`src/rtl/upload_reader.sv`:
```
// upload_reader: byte-wide upload reads served from a 16-bit toggle-handshake SDRAM port
// through a one-word cache. Define UPLOAD_READER_PREFETCH_EN to add next-word prefetch.
module upload_reader #(
    parameter int AW = 23
) (
    input  logic          clk_sys,
    input  logic          reset,
    input  logic          ioctl_upload,
    input  logic          ioctl_rd,
    input  logic [AW:0]   ioctl_addr,
    output logic [7:0]    ioctl_din,
    output logic          busy,
    output logic          port_req,
    input  logic          port_ack,
    output logic [AW-1:0] port_a,
    input  logic [15:0]   port_q,
    output logic [1:0]    dbg_state
);

`ifdef UPLOAD_READER_PREFETCH_EN
    typedef enum logic [1:0] {IDLE = 2'd0, FETCH = 2'd1, PFETCH = 2'd2} state_t;
`else
    typedef enum logic [1:0] {IDLE = 2'd0, FETCH = 2'd1} state_t;
`endif

    // Port handshake: port_req toggles to issue one read; the read is complete in the
    // cycle port_ack differs from ack_seen, and port_q is valid in that same cycle.
    state_t        state;
    logic          ack_seen;
    logic          upload_d;
    logic          sel;
    logic [15:0]   buf_q;
    logic [AW-1:0] buf_a;
    logic          buf_v;
    logic          pend_v;
    logic [AW:0]   pend_addr;

    logic          upload_edge;
    logic          rd_now;
    logic          ack_evt;
    logic          outstanding;
    logic          req_v;
    logic [AW:0]   req_addr;
    logic [AW-1:0] req_w;
    logic          buf_hit;

    function automatic logic [7:0] byte_sel(input logic [15:0] w, input logic s);
        return s ? w[15:8] : w[7:0];
    endfunction

    assign upload_edge = ioctl_upload ^ upload_d;
    assign rd_now      = ioctl_rd && ioctl_upload;
    assign ack_evt     = port_ack != ack_seen;
    assign outstanding = ack_seen != port_req;
    assign req_v       = (state == IDLE) && ioctl_upload && (ioctl_rd || pend_v);
    assign req_addr    = ioctl_rd ? ioctl_addr : pend_addr;
    assign req_w       = req_addr[AW:1];
    assign buf_hit     = buf_v && (buf_a == req_w);
    assign dbg_state   = state;

`ifdef UPLOAD_READER_PREFETCH_EN
    logic [15:0]   pre_q;
    logic [AW-1:0] pre_a;
    logic          pre_v;
    logic          pf_want;
    logic          pf_drop;
    logic [AW-1:0] next_a;
    logic          pre_hit;
    logic          rd_buf_hit;

    assign next_a     = buf_a + {{(AW-1){1'b0}}, 1'b1};
    assign pre_hit    = pre_v && (pre_a == req_w);
    assign rd_buf_hit = buf_v && (buf_a == ioctl_addr[AW:1]);
`endif

    always_ff @(posedge clk_sys) begin
        upload_d <= ioctl_upload;
        if (reset) begin
            state     <= IDLE;
            ioctl_din <= 8'd0;
            busy      <= 1'b0;
            port_a    <= '0;
            // An in-flight request keeps its toggle so the late ack is absorbed, not replayed.
            port_req  <= outstanding ? port_req : port_ack;
            ack_seen  <= port_ack;
            sel       <= 1'b0;
            buf_q     <= 16'd0;
            buf_a     <= '0;
            buf_v     <= 1'b0;
            pend_v    <= 1'b0;
            pend_addr <= '0;
`ifdef UPLOAD_READER_PREFETCH_EN
            pre_q     <= 16'd0;
            pre_a     <= '0;
            pre_v     <= 1'b0;
            pf_want   <= 1'b0;
            pf_drop   <= 1'b0;
`endif
        end else begin
            if (ack_evt) ack_seen <= port_ack;
            case (state)
                IDLE: begin
                    if (req_v) begin
                        pend_v <= 1'b0;
                        if (buf_hit) begin
                            ioctl_din <= byte_sel(buf_q, req_addr[0]);
`ifdef UPLOAD_READER_PREFETCH_EN
                            if (req_addr[0]) pf_want <= 1'b1;
                        end else if (pre_hit) begin
                            ioctl_din <= byte_sel(pre_q, req_addr[0]);
                            buf_q     <= pre_q;
                            buf_a     <= pre_a;
                            buf_v     <= 1'b1;
                            pre_v     <= 1'b0;
                            pf_want   <= 1'b1;
`endif
                        end else if (!outstanding) begin
                            port_a   <= req_w;
                            port_req <= ~port_req;
                            busy     <= 1'b1;
                            sel      <= req_addr[0];
                            state    <= FETCH;
                        end else begin
                            // A stale request from before reset is still in flight.
                            pend_v    <= 1'b1;
                            pend_addr <= req_addr;
                        end
                    end
`ifdef UPLOAD_READER_PREFETCH_EN
                    else if (pf_want && buf_v && !outstanding) begin
                        pf_want <= 1'b0;
                        if (!(pre_v && pre_a == next_a)) begin
                            port_a   <= next_a;
                            port_req <= ~port_req;
                            pf_drop  <= 1'b0;
                            state    <= PFETCH;
                        end
                    end
`endif
                end
                FETCH: begin
                    if (rd_now) begin
                        pend_v    <= 1'b1;
                        pend_addr <= ioctl_addr;
                    end
                    if (ack_evt) begin
                        buf_q     <= port_q;
                        buf_a     <= port_a;
                        buf_v     <= 1'b1;
                        ioctl_din <= byte_sel(port_q, sel);
                        busy      <= 1'b0;
                        state     <= IDLE;
`ifdef UPLOAD_READER_PREFETCH_EN
                        pf_want   <= 1'b1;
`endif
                    end
                end
`ifdef UPLOAD_READER_PREFETCH_EN
                PFETCH: begin
                    if (rd_now) begin
                        if (rd_buf_hit) begin
                            ioctl_din <= byte_sel(buf_q, ioctl_addr[0]);
                            if (ioctl_addr[0]) pf_want <= 1'b1;
                        end else begin
                            pend_v    <= 1'b1;
                            pend_addr <= ioctl_addr;
                        end
                    end
                    if (ack_evt) begin
                        if (!pf_drop) begin
                            pre_q <= port_q;
                            pre_a <= port_a;
                            pre_v <= 1'b1;
                        end
                        state <= IDLE;
                    end
                end
`endif
                default: state <= IDLE;
            endcase
            if (upload_edge) begin
                buf_v <= 1'b0;
`ifdef UPLOAD_READER_PREFETCH_EN
                pre_v   <= 1'b0;
                pf_want <= 1'b0;
                pf_drop <= 1'b1;
`endif
            end
            if (!ioctl_upload) pend_v <= 1'b0;
        end
    end

endmodule

```
`config.mk`:
```
export PLATFORM = sky130hd
export DESIGN_NAME = upload_reader
export DESIGN_NICKNAME = d
export VERILOG_FILES = /design/src/rtl/upload_reader.sv
export SDC_FILE = /design/constraint.sdc
export NUM_CORES = 1
export LEC_CHECK = 0
export CAP_MARGIN = 15
export CORE_MARGIN = 2
export CORE_UTILIZATION = 39
export DETAILED_ROUTE_END_ITERATION = 8
export DONT_BUFFER_PORTS = 1
export PLACE_DENSITY = 0.61
export SLEW_MARGIN = 10
export SYNTH_ARGS = -nofsm -noshare
export SYNTH_HDL_FRONTEND = slang
export SYNTH_SLANG_ARGS = --single-unit
```
`constraint.sdc`:
```
create_clock -name clk_sys -period 2 [get_ports clk_sys]
set_input_delay 0.3 -clock clk_sys [delete_from_list [all_inputs] [get_ports clk_sys]]
set_output_delay 0.3 -clock clk_sys [all_outputs]
set_load 0.005 [all_outputs]
```
* Word-level counts from Yosys, hierarchy flattened *
Cells that the tools add are included.

word-level totals
  bits in registers = 103
  bits in latches = 0
  bits in writable memories = 0
  bits in read-only memories = 0
  bits of input ports = 45
  output and inout port bits = 35
  logic and storage cells = 85
  memories kept = 0

operators by class
  $add $sub $neg = 0
  multipliers = 0
  divide/modulo/power cells = 0
  order comparisons = 0
  eq/ne operators = 12
  shift-type cells = 0
  mux-type cells = 35
  bitwise operators = 5
  reduce and logical (&&, ||, !) cells = 20

operators by type and width
  cell                                           count
  2-to-1 mux 24 bit                              5
  one-hot mux 24 bit (2 select lines)            1
  2-to-1 mux 8 bit                               5
  == test 23 bit                                 1
  2-to-1 mux 1 bit                               16
  != test 2 bit, second input constant           8
  one-hot mux 8 bit (2 select lines)             1
  AND reduction 4 bit                            4
  AND reduction 5 bit                            2
  2-to-1 mux 2 bit                               4
  nonzero test 2 bit                             4
  logical AND 1 bit                              4
  inverter 1 bit                                 4
  one-hot mux 1 bit (2 select lines)             2
  one-hot mux 2 bit (2 select lines)             1
  OR reduction 2 bit                             2
  AND reduction 3 bit                            1
  == test 2 x 1 -> 1 bit, second input constant  1
  logical NOT 2 bit                              1
  != test 1 bit                                  2
  AND reduction 2 bit                            1
  logical OR 1 bit                               1
  bitwise XOR 1 bit                              1

* Logic depth before layout (Yosys ltp) *
  word-level depth = 7
  gate-level depth with buffers = 9
  mapped depth without buffers = 6

* Least setup slack after synthesis *
Ideal clock, no wire load.

  path type = input to register
  start point = input port ioctl_rd
  end point = register port_a[10]
  library setup time = 0.152 ns
  data arrival time = 1.926 ns
  required time = 1.848 ns
  slack = -0.078 ns
  stages = 9
  buffers on the path = 3
  cell sequence = buf_6 -> buf_6 -> mux2i_1 -> xnor2_1 -> nor4_2 -> nand4b_1 -> o211ai_2 -> buf_4 -> a221oi_2

between the ends
  cells in the longest elaborated chain, start to end = 5
  elaborated cells between the ends (all ways) = 7
  those cells by class = eq/ne (1); mux (1); bitwise (1); reduce/logical (4)

ends and longest elaborated chain
  item                           RTL line  text
  start, declared                9         input logic ioctl_rd,
  2-to-1 mux 24 bit              56        assign req_addr = ioctl_rd ? ioctl_addr : pend_addr;
  == test 23 bit                 58        assign buf_hit = buf_v && (buf_a == req_w);
  logical AND 1 bit              58
  inverter 1 bit (no line)       n/a
  AND reduction 4 bit (no line)  n/a
  end signal, assigned           118       port_a <= req_w;
  end, declared                  15        output logic [AW-1:0] port_a,

Several ways; a longest one is shown, not always the timed one.
A chain may end at the register's enable or synchronous reset.

* Worst setup path after layout *
  start point = register pend_addr[13]
  end point = register pend_addr[0]

between the ends
  cells in the longest elaborated chain, start to end = 5

ends and longest elaborated chain
  item                           RTL line  text
  start, declared                36        logic [AW:0] pend_addr;
  start signal, assigned         126       pend_addr <= req_addr;
  start signal, assigned         144       pend_addr <= ioctl_addr;
  2-to-1 mux 24 bit              56
  == test 23 bit                 58
  logical AND 1 bit              58
  != test 2 bit (no line)        n/a
  AND reduction 5 bit (no line)  n/a

No other way between the ends.

==> results.txt <==
The yosys synthesis warning count was 0; the number of H-tree levels was 3. The run gives 0 as the number of antenna violations at the first check in global routing. Counting distinct cell types in the post-synthesis netlist gives 36. The number of hold violations in the final report was 0. The largest area contributor in the netlist was sky130_fd_sc_hd__dfxtp_1.

Summing the sequential cell areas from Yosys gives 42.2% of the chip area. After detailed routing, the number of remaining DRC violations is 0. Counting buffers and inverters, the worst setup path is 8 cells deep. The mean instance size in the synthesized netlist was 8.93 µm²; the count of endpoints failing setup in the final report was 20. Summing every instance area after synthesis gives 0.00483 mm².

The final reports fail on negative setup slack. The top fanout value on the critical path was 10; the buffers plus inverters on the worst setup path was 2. The via count of the first global-routing pass came out at 3,680. Die extent in x: 115 µm.

The critical path class was register to register. The finished layout holds 712 standard cells, fillers aside. Summed over all cells, the static leakage comes to 1.94 nW. The worst path uses 101% of the clock period. The floorplan step defined a core boundary enclosing 0.0121 mm².

The initial utilization of the core area, before any placement, comes to 40.1%. In this run the tightest slew margin relative to its limit is 58.5%. The weighted congestion at the end of routability-driven global placement is 0.789, and the final number of max-transition violations is 0.

Counting flops with an async set or reset pin after synthesis yields a share of 0%. Summed over its instances, the top area cell type makes up 41.0% of the synthesized netlist area. Global routing finished with a remaining overflow of 0. Most used flip-flop cell after synthesis: sky130_fd_sc_hd__dfxtp_1. TritonCTS created 9 clock buffers. Including well taps, the total number of placed cells is 693.

TritonCTS built the clock tree. The data required time at the worst endpoint came out at 2260 ps. The routed layout has 3,585 vias. The repair_antennas step left the layout with diodes totalling 0.

Setup repair after global routing could not meet its margin everywhere. The filler cells instantiated in the layout total 1,203. The worst endpoint data arrival time was 2280 ps.

The highest-delay cell along the critical path was sky130_fd_sc_hd__dfxtp_2. The half-perimeter wire length after detailed placement is 8.25 mm. The startpoint type of the worst setup path is a register.

The signal on the critical path passes through mux2i_2, xnor2_1, nor4_2, buf_4, and4_4, a31oi_4, buf_12, mux2i_1. The worst setup margin is -25.3 ps. Global routing used 18.0% of the available tracks across all layers. The tools report the count of pins on the block boundary as 80. The routed design has 11.7 mm of wire.

Synthesis produced a netlist whose cell count is 541. The growth of design area from synthesis to finish came out at 14.7%. The per-cell routed wire length came out at 16.4 µm.

On the worst path, the slowest cell contributes a delay of 330 ps. Across the VDD grid, the largest voltage drop is 410 µV. Using the TritonRoute via totals, the vias-per-cell ratio works out to 5.04. The clock insertion delay at the later pin of the skew report is 340 ps, and the sink count of the clock tree is 101. The die covers 0.0133 mm². The quantity of I/O buffers inserted on ports is 0. The total of flip-flops plus latches after synthesis is 101, and the first-pass iteration count of the detailed router is 4. The clock transition at the register clock pins on the worst setup and hold paths after CTS is 70 ps, and the total area of multi-input combinational cells is 0.00263 mm².

After layout, the minimum clock period comes to 2030 ps. For this block, the initial DRC count from the detailed router was 199. The number of synthesized flops with an enable pin came out at 2. The tools report the root buffer cell as sky130_fd_sc_hd__clkbuf_16. Measured along the y axis, the die boundary spans 115 µm.

Derived from the worst setup path, the maximum achievable clock frequency is 0.494 GHz. Yosys attributes the largest share of cell area to sky130_fd_sc_hd__dfxtp_1, sky130_fd_sc_hd__mux2i_1, sky130_fd_sc_hd__nand2_1. In the final layout, flip-flops and latches occupy 0.00205 mm². Among cell families on the critical path, the largest total delay comes from simple AND/OR/NAND/NOR gates. The clock passes through at most 2 buffers. For the number of nets produced by synthesis, the log shows 586.

Endpoint class of the critical path: a register. The net count of the finished layout is 584. Entering global routing, the biggest net connects 68 pins.

The number of maximum-capacitance constraint violations was 0; the depth of the most critical reg-to-reg path was 8. The first global-routing pass estimated 18.7 mm of wire. In the final layout, the share of cells above drive strength 1 is 17.5%. The flow ran to the end, but the final reports show violations. The post-route clock skew was 9.36 ps. The tightest min-delay check is of the input pin to register type. The cell count of the worst hold path was 1. The transition at the pin with the smallest max-transition slack is 622 ps, and the site row count is 40. For this design the ratio of total power to cell area is 821 mW/mm².

The logs give 0 for the number of routed nets with antenna violations and 46.0% for the utilization after layout.
==> report_power, final <==
group / switching (mW) / leakage [nW] / internal (mW) / total [mW]
logic: 0.377 / 0.991 / 0.335 / 0.712
clock network: 0.778 / 0.126 / 0.849 / 1.63
registers: 0.0952 / 0.824 / 2.12 / 2.21
total: 1.25 / 1.94 / 3.30 / 4.55
==> final cells by class <==
cell class	instances	share of cell area (%)
Clock inverter	5	0.632
Tap cell	168	3.79
Clock buffer	11	4.20
Sequential cell	101	36.9
Inverter	27	1.83
Timing Repair Buffer	27	5.30
Multi-Input combinational cell	373	47.3
==> worst register-to-register path, delay by kind of cell, from the launching register on <==
kind	cells	cell delay, ps
flops	1	330
xor+xnor	1	110
buf+inv	2	380
mux	2	360
compound gates	1	150
simple gates	2	600
==> cells by family after synthesis <==
group / after synthesis / synth area share, %
and+or+nand+nor: 199 / 18.1
DFF: 101 / 42.2
AOI/OAI and AO/OA: 75 / 13.2
muxes: 72 / 15.1
buffers and inverters: 67 / 6.60
xor gates and xnor gates: 26 / 4.71
other: 1 / 0.0776
==> synthesized netlist by cell type (2+ instances only) <==
cell type	number
sky130_fd_sc_hd__a21oi_1	41
sky130_fd_sc_hd__a221oi_1	4
sky130_fd_sc_hd__a221oi_2	20
sky130_fd_sc_hd__buf_1	2
sky130_fd_sc_hd__buf_4	4
sky130_fd_sc_hd__buf_6	7
sky130_fd_sc_hd__clkbuf_1	27
sky130_fd_sc_hd__dfxtp_1	99
sky130_fd_sc_hd__edfxtp_1	2
sky130_fd_sc_hd__inv_1	27
sky130_fd_sc_hd__mux2i_1	70
sky130_fd_sc_hd__mux2i_2	2
sky130_fd_sc_hd__nand2_1	151
sky130_fd_sc_hd__nand3_1	8
sky130_fd_sc_hd__nor2_1	4
sky130_fd_sc_hd__nor2b_1	24
sky130_fd_sc_hd__nor4_1	2
sky130_fd_sc_hd__nor4_2	3
sky130_fd_sc_hd__o21ai_0	3
sky130_fd_sc_hd__xnor2_1	23
sky130_fd_sc_hd__xor2_1	3
==> metrics by stage <==
step,setup TNS [ps],hold slack (ps),power [mW],setup WS [ps],area [µm²]
global placement,-6510,328,2.91,-134,5100
floorplan,-1120,328,2.77,-36.7,4860
global route,-2890,4.47,4.74,-91.1,5540
detailed placement,-5400,328,2.93,-136,5100
CTS,-16.3,8.85,4.57,-7.81,5410
finish,-157,39.2,4.55,-25.3,5540
==> placed cells by master (no fill, tap or decap), drive strengths merged, types with 2 or more instances in the layout <==
cell,count
nand2,151
dfxtp,99
mux2i,72
a21oi,41
inv,29
buf,25
nor2b,24
a221oi,24
xnor2,23
clkbuf,11
nand3,8
nor4,5
nor2,4
xor2,3
o21ai,3
edfxtp,2
clkinvlp,2
dlygate4sd3,2
o211ai,2
a31oi,2
==> layer usage <==
layer  track usage, %  up-vias  routed length [µm]
li1                 -     1794                   -
met1             22.0     1698                5090
met2             30.6       82                5680
met3             6.11       11                 828
met4             3.94        0                  99
met5                0        -                   0
==> flip-flops by register name, summed over array words and instances, names as in the netlist <==
name	count
ioctl_din	8
buf_a	23
port_a	23
sel	1
pend_v	1
buf_q	16
pend_addr	24
buf_v	1
upload_d	1
port_req	1
busy	1
ack_seen	1
==> final timing paths <==
| check | start | endpoint | slack [ps] |
|---|---|---|---|
| max reg2reg | pend_addr[13] | pend_addr[0] | -30 |
| min | reset | buf_a[12] | 40 |
| min reg2reg | buf_q[12] | buf_q[12] | 450 |
| max | pend_addr[13] | pend_addr[0] | -30 |
==> repair_timing <==
action / CTS / global route
endpoints found under the hold margin: 1 / 1
pin swaps: 2 / 15
hold buffers: 1 / 1
endpoints found under the setup margin: 58 / 58
buffers inserted: 0 / 1
gates resized for setup: 6 / 24
(Power assumes the default switching activity.)
